`src/rtl/ua_receive_pkg.sv`:
```
// ============================================================================
// Module  : ua_receive_pkg
// Brief   : Shared frame constants, FSM encodings and log2 helper for the UART RX.
// Revision: 1.0  initial release
// ============================================================================
`default_nettype none

package ua_receive_pkg;

    localparam int DATA_BITS = 8;
    localparam int STOP_BITS = 1;

    localparam logic [1:0] RX_IDLE  = 2'd0;
    localparam logic [1:0] RX_START = 2'd1;
    localparam logic [1:0] RX_DATA  = 2'd2;
    localparam logic [1:0] RX_STOP  = 2'd3;

    // Bits needed to hold values 0 .. value-1.
    function automatic int clog2(input int value);
        int result;
        result = 0;
        while ((1 << result) < value) begin
            result = result + 1;
        end
        return (result == 0) ? 1 : result;
    endfunction

endpackage : ua_receive_pkg

`default_nettype wire

```
`src/rtl/ua_receive_if.sv`:
```
// ============================================================================
// Module  : ua_receive_if
// Brief   : Ready/valid byte output bus plus error pulses of the UART receiver.
// Revision: 1.0  initial release
// ============================================================================
`default_nettype none

interface ua_receive_if;
    import ua_receive_pkg::*;

    logic [DATA_BITS-1:0] DataOut;
    logic                 DataOutValid;
    logic                 DataOutReady;
    logic                 FramingError;
    logic                 Overrun;

    modport master (
        output DataOut,
        output DataOutValid,
        input  DataOutReady,
        output FramingError,
        output Overrun
    );

    modport slave (
        input  DataOut,
        input  DataOutValid,
        output DataOutReady,
        input  FramingError,
        input  Overrun
    );

endinterface : ua_receive_if

`default_nettype wire

```
`src/rtl/ua_receive_sync.sv`:
```
// ============================================================================
// Module  : sync_2ff
// Brief   : Parameterised-width two-flop synchroniser, async active-low reset.
// Revision: 1.0  initial release
// ============================================================================
`default_nettype none

module sync_2ff #(
    parameter int               WIDTH     = 1,
    parameter logic [WIDTH-1:0] RESET_VAL = '1
) (
    input  logic             Clock,
    input  logic             Reset_n,
    input  logic [WIDTH-1:0] d,
    output logic [WIDTH-1:0] q
);

    logic [WIDTH-1:0] r_meta;
    logic [WIDTH-1:0] r_sync;

    always_ff @(posedge Clock or negedge Reset_n) begin
        if (!Reset_n) begin
            r_meta <= RESET_VAL;
            r_sync <= RESET_VAL;
        end else begin
            r_meta <= d;
            r_sync <= r_meta;
        end
    end

    assign q = r_sync;

endmodule : sync_2ff

`default_nettype wire

```
`src/rtl/ua_receive.sv`:
```
// ============================================================================
// Module  : ua_receive
// Brief   : UART 8N1 receiver, LSB first, bytes out on a ready/valid port.
//           Define UART_RX_MAJORITY_EN for 2-of-3 voting around each sample.
// Revision: 1.0  initial release
// ============================================================================
`default_nettype none

module ua_receive
    import ua_receive_pkg::*;
#(
    parameter int CLOCK_FREQ = 100_000_000,
    parameter int BAUD_RATE  = 115_200
) (
    input  logic          Clock,
    input  logic          Reset_n,
    input  logic          SIn,
    ua_receive_if.master  rx_bus
);

    localparam int c_symbol = CLOCK_FREQ / BAUD_RATE;
    localparam int c_sample = c_symbol / 2;
    localparam int c_cw     = clog2(c_symbol);

`ifdef UART_RX_MAJORITY_EN
    localparam logic [c_cw-1:0] c_start_pt = c_cw'(c_sample);
`else
    localparam logic [c_cw-1:0] c_start_pt = c_cw'(c_sample - 1);
`endif
    // Data/stop decisions are one full symbol apart, so any start-point shift carries through.
    localparam logic [c_cw-1:0] c_data_pt = c_cw'(c_symbol - 1);
    localparam logic [2:0]      c_last_bit = 3'(DATA_BITS - 1);

    logic                 w_rx;
    logic                 r_rx_prev;
    logic [1:0]           r_state;
    logic [c_cw-1:0]      r_count;
    logic [2:0]           r_bitcnt;
    logic [DATA_BITS-1:0] r_shift;
    logic [DATA_BITS-1:0] r_data;
    logic                 r_valid;
    logic                 r_ferr;
    logic                 r_ovr;
    logic [c_cw-1:0]      w_point;
    logic                 w_at_point;
    logic                 w_bit;

    sync_2ff #(
        .WIDTH     (1),
        .RESET_VAL (1'b1)
    ) u_sync (
        .Clock   (Clock),
        .Reset_n (Reset_n),
        .d       (SIn),
        .q       (w_rx)
    );

    always_comb begin
        w_point    = (r_state == RX_START) ? c_start_pt : c_data_pt;
        w_at_point = (r_count == w_point);
    end

`ifdef UART_RX_MAJORITY_EN
    logic [1:0] r_vote;

    always_ff @(posedge Clock or negedge Reset_n) begin
        if (!Reset_n) begin
            r_vote <= 2'b11;
        end else begin
            if (r_count == (w_point - c_cw'(2))) r_vote[0] <= w_rx;
            if (r_count == (w_point - c_cw'(1))) r_vote[1] <= w_rx;
        end
    end

    assign w_bit = (r_vote[0] & r_vote[1]) | (r_vote[0] & w_rx) | (r_vote[1] & w_rx);
`else
    assign w_bit = w_rx;
`endif

    always_ff @(posedge Clock or negedge Reset_n) begin
        if (!Reset_n) begin
            r_rx_prev <= 1'b1;
            r_state   <= RX_IDLE;
            r_count   <= '0;
            r_bitcnt  <= '0;
            r_shift   <= '0;
            r_data    <= '0;
            r_valid   <= 1'b0;
            r_ferr    <= 1'b0;
            r_ovr     <= 1'b0;
        end else begin
            r_rx_prev <= w_rx;
            r_ferr    <= 1'b0;
            r_ovr     <= 1'b0;
            if (r_valid && rx_bus.DataOutReady) r_valid <= 1'b0;

            case (r_state)
                RX_IDLE: begin
                    if (r_rx_prev && !w_rx) begin
                        r_state <= RX_START;
                        r_count <= '0;
                    end
                end
                RX_START: begin
                    if (w_at_point) begin
                        r_count  <= '0;
                        r_bitcnt <= '0;
                        r_state  <= w_bit ? RX_IDLE : RX_DATA;
                    end else begin
                        r_count <= r_count + c_cw'(1);
                    end
                end
                RX_DATA: begin
                    if (w_at_point) begin
                        r_count           <= '0;
                        r_shift[r_bitcnt] <= w_bit;
                        if (r_bitcnt == c_last_bit) r_state  <= RX_STOP;
                        else                        r_bitcnt <= r_bitcnt + 3'd1;
                    end else begin
                        r_count <= r_count + c_cw'(1);
                    end
                end
                RX_STOP: begin
                    if (w_at_point) begin
                        r_count <= '0;
                        r_state <= RX_IDLE;
                        if (!w_bit) begin
                            r_ferr <= 1'b1;
                        end else if (!r_valid || rx_bus.DataOutReady) begin
                            // A same-cycle consume frees the buffer, so the new byte lands.
                            r_data  <= r_shift;
                            r_valid <= 1'b1;
                        end else begin
                            r_ovr <= 1'b1;
                        end
                    end else begin
                        r_count <= r_count + c_cw'(1);
                    end
                end
                default: r_state <= RX_IDLE;
            endcase
        end
    end

    assign rx_bus.DataOut      = r_data;
    assign rx_bus.DataOutValid = r_valid;
    assign rx_bus.FramingError = r_ferr;
    assign rx_bus.Overrun      = r_ovr;

endmodule : ua_receive

`default_nettype wire

```
`src/flat_wrapper.sv`:
```
// flat-port wrapper written by rule: the top's interface ports become plain ports
module ua_receive_flat import ua_receive_pkg::*;
#(
    parameter int CLOCK_FREQ = 100_000_000,
    parameter int BAUD_RATE  = 115_200
)
  (Clock, Reset_n, SIn, rx_bus_DataOut, rx_bus_DataOutValid, rx_bus_DataOutReady, rx_bus_FramingError, rx_bus_Overrun);
  ua_receive_if rx_bus_i ();
  input  logic Clock;
  input  logic Reset_n;
  input  logic SIn;
  output wire logic [$bits(rx_bus_i.DataOut)-1:0] rx_bus_DataOut;
  output wire logic [$bits(rx_bus_i.DataOutValid)-1:0] rx_bus_DataOutValid;
  input wire logic [$bits(rx_bus_i.DataOutReady)-1:0] rx_bus_DataOutReady;
  output wire logic [$bits(rx_bus_i.FramingError)-1:0] rx_bus_FramingError;
  output wire logic [$bits(rx_bus_i.Overrun)-1:0] rx_bus_Overrun;
  assign rx_bus_DataOut = rx_bus_i.DataOut;
  assign rx_bus_DataOutValid = rx_bus_i.DataOutValid;
  assign rx_bus_i.DataOutReady = rx_bus_DataOutReady;
  assign rx_bus_FramingError = rx_bus_i.FramingError;
  assign rx_bus_Overrun = rx_bus_i.Overrun;
  ua_receive #(.CLOCK_FREQ(CLOCK_FREQ), .BAUD_RATE(BAUD_RATE)) u_core (.Clock(Clock), .Reset_n(Reset_n), .SIn(SIn), .rx_bus(rx_bus_i));
endmodule
```
`config.mk`:
```
export PLATFORM = sky130hd
export DESIGN_NAME = ua_receive_flat
export DESIGN_NICKNAME = d
export VERILOG_FILES = /design/src/rtl/ua_receive_pkg.sv /design/src/rtl/ua_receive_if.sv /design/src/rtl/ua_receive_sync.sv /design/src/rtl/ua_receive.sv /design/src/flat_wrapper.sv
export SDC_FILE = /design/constraint.sdc
export NUM_CORES = 1
export LEC_CHECK = 0
export ABC_AREA = 1
export CAP_MARGIN = 20
export CORE_UTILIZATION = 55
export DETAILED_ROUTE_END_ITERATION = 8
export MAX_ROUTING_LAYER = met4
export PLACE_DENSITY = 0.87
export REMOVE_ABC_BUFFERS = 1
export SYNTH_ARGS = -nofsm -noshare
export SYNTH_HDL_FRONTEND = slang
export SYNTH_HIERARCHICAL = 1
export SYNTH_SLANG_ARGS = --single-unit
export TNS_END_PERCENT = 10
```
`constraint.sdc`:
```
create_clock -name Clock -period 3.3 [get_ports Clock]
set_input_delay 0.33 -clock Clock [delete_from_list [all_inputs] [get_ports Clock]]
set_output_delay 0.33 -clock Clock [all_outputs]
set_load 0.05 [all_outputs]
```
==> results of run 1 <==
-- power by group --
part | switching (uW) | internal (uW) | leakage [uW]
clock | 150 | 234 | 0.0000552
sequential | 48.6 | 495 | 0.000499
combinational | 192 | 77.9 | 0.000474
total | 391 | 807 | 0.00103
-- worst min path at each step --
stage                              start                       end  slack, ps  cells after the start
floorplan                        Reset_n                 async pin         30                      0
global placement    u_core/u_sync/r_meta           u_core/u_sync/q        350                      0
detailed placement  u_core/u_sync/r_meta           u_core/u_sync/q        350                      0
CTS                              Reset_n         u_core/r_count[1]         70                      1
global route                     Reset_n  u_core/rx_bus.DataOut[7]        110                      1
finish                           Reset_n         u_core/r_count[0]         60                      1
-- through the flow --
stage          cell area (um2)    util
6_report                  2135  0.6770
5_1_grt                   2135  0.6770
4_1_cts                   2135  0.6770
3_5_place_dp              2032  0.6444
3_3_place_gp              2032  0.6444
2_1_floorplan             1842       -
-- cells in the final DEF (no fill, tap or decap), drive strengths merged --
cell / instances
clkbuf: 5
nor2: 20
a21oi: 1
clkinv: 1
nand4: 5
o22ai: 4
buf: 1
xnor2: 1
ha: 3
inv: 36
xor2: 4
bufinv: 2
dfrtp: 34
dfstp: 3
nand3: 23
clkdlybuf4s50: 13
nor3: 3
o21ai: 22
nand2: 62
-- cell type report --
class                      count  area (um2)  share of cell area
timing repair buffer          14       135.1             0.06331
clock inverter                 3       65.06             0.03048
clock buffer                   5       37.54             0.01758
multi-input combinational    148       777.0              0.3640
inverter                      36       135.1             0.06331
tap                           44       55.05             0.02579
sequential                    37       929.6              0.4355
-- sequential cells by signal, indices dropped and copies added (netlist names), named ones only --
name,cells
u_core/u_sync/r_meta,1
u_core/r_rx_prev,1
u_core/rx_bus.Overrun,1
u_core/r_state,1
u_core/rx_bus.FramingError,1
u_core/r_bitcnt,3
u_core/r_shift,8
u_core/u_sync/q,1
u_core/rx_bus.DataOutValid,1
u_core/rx_bus.DataOut,8
u_core/r_count,10
-- logic make-up (layout without fill, tap and decap cells) --
kind of cell | Yosys count | count (layout) | share of synthesized area
adders and majority gates | 3 | 3 | 0.02002
xor gates and xnor gates | 5 | 5 | 0.02335
and+or+nand+nor | 113 | 113 | 0.2742
AOI/OAI and AO/OA | 27 | 27 | 0.09672
DFF | 37 | 37 | 0.4957
buffers and inverters | 39 | 58 | 0.09006
-- routing by layer --
metal | routed length (um) | share of wire | vias up
li1 | - | - | 746
met1 | 1590 | 0.47 | 678
met2 | 1580 | 0.47 | 35
met3 | 139 | 0.041 | 4
met4 | 55 | 0.016 | 0
met5 | 0 | 0 | -
-- worst reg2reg max path, delay by kind of cell, from the launching register on --
family,cells,cell delay [ps]
flip-flops,1,410
buffers and inverters,1,110
AND/OR/NAND/NOR,6,1090
AO/OA/AOI/OAI,1,70
==> metrics, run 1 <==
run status=finished, final reports clean; worst slack, placed=around 1500 ps; Final Hold Fails=0; fin crit share=0.5633; clock root cell=clkbuf_4; relative slew slack=0.4798; R2R depth=8; Slew @ Worst Pin=780.3 ps; CP top delay family=buffers and inverters; met2 Track Usage GR=0.3532; worst reg2reg startpoint=u_core/r_count[3]; CP Data Arrival Time=roughly 1500 ps; critical path class=register to output port; core outline area=3153 um2; Vias/cell=slightly above 5; largest net degree at the start of global routing=38; CTS sink count=37; CP cell instances=clkdlybuf4s50_1; CP endpoint=rx_bus_DataOut[4]; worst-case clock skew=~4.6 ps; initial antenna violation count=0; Gate Count Post-Synth=224; Slowest cell on crit path=clkdlybuf4s50_1; Static Leak=0.001028 uW; Post-synth EDFFs=0; clk buf depth=2; layout cells sized above 1=0.1399; total I/O pin count=15; number of diodes=0; H-tree depth=2; Synth area leader=dfrtp_1; Setup WS post-layout=1441 ps; top-area cell type share of the netlist area=0.4536; maximum fanout along the worst path=2; Initial Utilization=0.5948; # resized after CTS=0; top-count cell post-synth=nand2_1; sequential-to-total area share from yosys stat=0.4957; # rows=20; DRT Pass-1 Iters=4; Critical Path Start=u_core/rx_bus.DataOut[4]; total power=1198 uW; RR Endpoint=u_core/rx_bus.DataOut[2]; GR Overflow Total=0; Post-CTS Setup Bufs=0; pwr dens=561.2 nW/um2; Crit path largest cell delay=810 ps; Hold Buf Count CTS=0; die height=60.40 um; setup_tns=0 ps; RSZ-0062 raised after global routing=false; Max-Cap Viols=0; setup violators final=0; clock latency at the later pin of the worst-skew pair=340 ps; Wirelength per Cell=~12 um; Fin Hold WS=between 50 and 60 ps; Synth Flop Type=dfrtp_1; Critical Path Stages=1; post-synthesis cell area=1876 um2; Final Max Tran Viols=0; count of cell types in the netlist=23; worst hold path class=primary input to async pin; final worst path period need=1859 ps; worst endpoint required time=2970 ps; most used routing layer=met2; CTS tree=done; ys async rst share=1.000; Max Clock Freq=538.0 MHz; worst path bufs/invs=1; global-route wire length before repair=between 5000 and 6000 um; Ys Warns=6; CP Launch Type=register; top cells by count, synth=nand2_1 (57), dfrtp_1 (34), inv_1 (34), nand3_1 (21), nor2_1 (18); Synth area leaders=dfrtp_1 (45%), nand2_1 (11%), inv_1 (6.8%), nand3_1 (5.6%), o21ai_2 (5.1%); via count=1463; Layout Nets=249; VDD IR max=around 0.38 mV; GRT Util Overall=0.2298; met3 Use GR=0.06183; hpwl dp=approximately 2500 um; I/O Buffers=14; DRT iter0 DRCs=70; reg-to-reg setup timing slack=1510 ps; Die Wd=approximately 60 um; Mean Syn Cell Area=8.373 um2; CP Capture Type=output port; final WL=approximately 3400 um; die area=3648 um2; Yosys reg bits=37; GR Layer Usage met1=0.2871; synthesis-to-layout area growth=13.81%; clock buffer count from CTS=5; antenna violation net count after detailed routing=0; Final GP Congestion=0.8378; vias in the first global route=1313; Clock transition at path regs=110 ps; final cell count without fillers=287; drt drc=0; placed cells=279; fillers=about 250
Note: power is estimated with default switching activity, not from simulation.
==> run 2, diff against run 1 <==
--- a/config.mk
+++ b/config.mk
@@ -7,10 +7,10 @@
 export LEC_CHECK = 0
 export ABC_AREA = 1
 export CAP_MARGIN = 20
-export CORE_UTILIZATION = 55
+export CORE_UTILIZATION = 51
 export DETAILED_ROUTE_END_ITERATION = 8
 export MAX_ROUTING_LAYER = met4
-export PLACE_DENSITY = 0.87
+export PLACE_DENSITY = 0.85
 export REMOVE_ABC_BUFFERS = 1
 export SYNTH_ARGS = -nofsm -noshare
 export SYNTH_HDL_FRONTEND = slang
==> constraint.sdc (replaced) <==
create_clock -name Clock -period 1.5 [get_ports Clock]
set_input_delay 0.15 -clock Clock [delete_from_list [all_inputs] [get_ports Clock]]
set_output_delay 0.15 -clock Clock [all_outputs]
set_load 0.05 [all_outputs]
==> metrics, run 2 (synthesized netlist as in run 1, its figures left out) <==
core outline area=3442 um2 (+9.2%); Initial Utilization=0.5449 (-0.04995); VDD IR max=0.6679 mV (+75%); total I/O pin count=15 (unchanged); DRT Pass-1 Iters=8 (+4); CP Launch Type=register; Vias/cell=5.360 (+5.2%); Layout Nets=271 (+8.8%); Wirelength per Cell=13.55 um (+16%); GRT Util Overall=0.2370 (+0.007166); reg-to-reg setup timing slack=-90 ps (-1600 ps); setup violators final=19 (+19); Core Util, Final=0.6954 (+0.01840); hpwl dp=2601 um (+4.3%); Slew @ Worst Pin=453.5 ps (-326.8 ps); Sequential Area=933.4 um2 (+0.40%); synthesis-to-layout area growth=27.62%; worst-case clock skew=8.840 ps (+4.219 ps); CP Data Arrival Time=1840 ps (+310 ps); GR Overflow Total=0 (unchanged); critical path class=register to register; Die Wd=62.64 um (+3.7%); Max-Cap Viols=0 (unchanged); I/O Buffers=14 (unchanged); die height=62.64 um (+3.7%); CTS sink count=37 (unchanged); largest net degree at the start of global routing=38 (unchanged); Max Clock Freq=628.8 MHz; die area=3924 um2 (+7.6%); Final Hold Fails=0 (unchanged); number of diodes=0 (unchanged); clock root cell=clkbuf_8; worst endpoint required time=1750 ps (-1220 ps); post-layout instance area=2394 um2 (+12%); clock buffer count from CTS=5 (unchanged); placed cells=298 (+6.8%); Setup WS post-layout=-90.28 ps (-1531 ps); Largest register FFs=10 (unchanged); pwr dens=1241 nW/um2 (+120%); clock latency at the later pin of the worst-skew pair=300 ps (-40 ps); Static Leak=0.001162 uW (+13%); relative slew slack=0.6977 (+0.2179); maximum fanout along the worst path=5 (+3); H-tree depth=2 (unchanged); worst slack, placed=-37.67 ps (-1581 ps); final WL=4215 um (+25%); Final Max Tran Viols=0 (unchanged); footprint of the multi-input gates=854.6 um2 (+10%); # rows=21 (+5.0%); Post-DP Area=2147 um2 (+5.7%); antenna violation net count after detailed routing=0 (unchanged); final cell count without fillers=311 (+8.4%); CTS tree=done; Clock transition at path regs=80 ps (-30 ps); DRT iter0 DRCs=167 (+140%); final worst path period need=approximately 1600 ps; fillers=242 (-4.7%); RSZ-0062 raised after global routing=true; drt drc=0 (unchanged); CP Capture Type=register; initial antenna violation count=0 (unchanged); worst hold path class=primary input to register; commonest non-fill, non-tap cell in the layout=nand2_1; via count=1667 (+14%); vias in the first global route=1577 (+20%); run status=finished with violations; most frequent cells in the layout=nand2_1 (51), inv_1 (32), dfrtp_1 (31); clk buf depth=2 (unchanged); global-route wire length before repair=6948 um (+19%); Final GP Congestion=0.8831 (+5.4%); Biggest register=u_core/r_count; fin crit share=1.060; violated checks=setup timing; layout cells sized above 1=0.3245 (+0.1846)
[run 2: changes by cell type in the layout (fill, tap and decap cells not counted), moves of 3 or more]
cell and change:
dfrtp_1 -3, clkdlybuf4s50_1 -11, buf_4 +29, nand3_2 +4, clkbuf_4 -5, nor2_1 -4, nand3_1 -4, nand2_2 +6
nand2_1 -6, dfrtp_2 +3, clkbuf_8 +5
[run 2: cell type report]
type | count | area share
sequential | 37 | 0.3900
multi-input combinational | 149 | 0.3570
timing repair buffer | 35 | 0.1244
inverter | 36 | 0.05646
clock buffer | 5 | 0.02875
tap | 46 | 0.02405
clock inverter | 3 | 0.01934
[run 2: worst paths after layout]
path | to | cells past startpoint | start
setup / recovery | u_core/r_shift[5] | 11 | register
hold / removal | u_core/u_sync/r_meta | 1 | SIn
setup reg to reg | u_core/r_shift[5] | 11 | register
hold reg to reg | u_core/u_sync/q | 0 | u_core/u_sync/r_meta
max in group asynchronous | u_core/r_state[0] | 3 | Reset_n
min in group asynchronous | u_core/r_count[1] | 3 | Reset_n
[run 2: worst max-delay path: stages (launching register included)]
cell and delay, ps:
dfrtp_1 460, inv_1 90, nand2_2 80, nand3_2 70
nand2_2 80, nand2_2 70, nor2_4 240, clkbuf_16 200
nand3_1 80, nand2_1 70, nand2_1 50, inv_1 40
[run 2: repair_timing]
action / CTS / global route
setup buffers: 0 / 2
resized for setup: 7 / 17
pin swaps: 1 / 7
gates cloned: 1 / 1
hold buffers: 1 / 0
hold endpoints to repair: 34 / 0
endpoints found under the setup margin: 19 / 30
[run 2: through the flow]
stage               hold WS (ps)  power, uW  TNS [ps]
finish                     254.6       2971    -915.5
floorplan                 -145.6       1645    -217.1
global route               249.8       3142     -2690
detailed placement         214.0       1967    -199.6
CTS                        255.6       2867    -26.51
global placement           212.8       1940    -20.63
[run 2: report_power, final]
| part | internal, uW | switching [uW] | total [uW] |
|---|---|---|---|
| Sequential | 1090 | 98.4 | 1190 |
| Combinational | 355 | 542 | 897 |
| Clock | 498 | 386 | 884 |
| Total | 1940 | 1030 | 2970 |
[run 2: per-layer routing]
layer / GRT usage / vias up / wire, um
met3: 0.07299 / 14 / 259
met1: 0.2840 / 792 / 1791
li1: - / 793 / -
met4: 0.1047 / 0 / 127
met2: 0.3668 / 68 / 2037
met5: - / - / 0
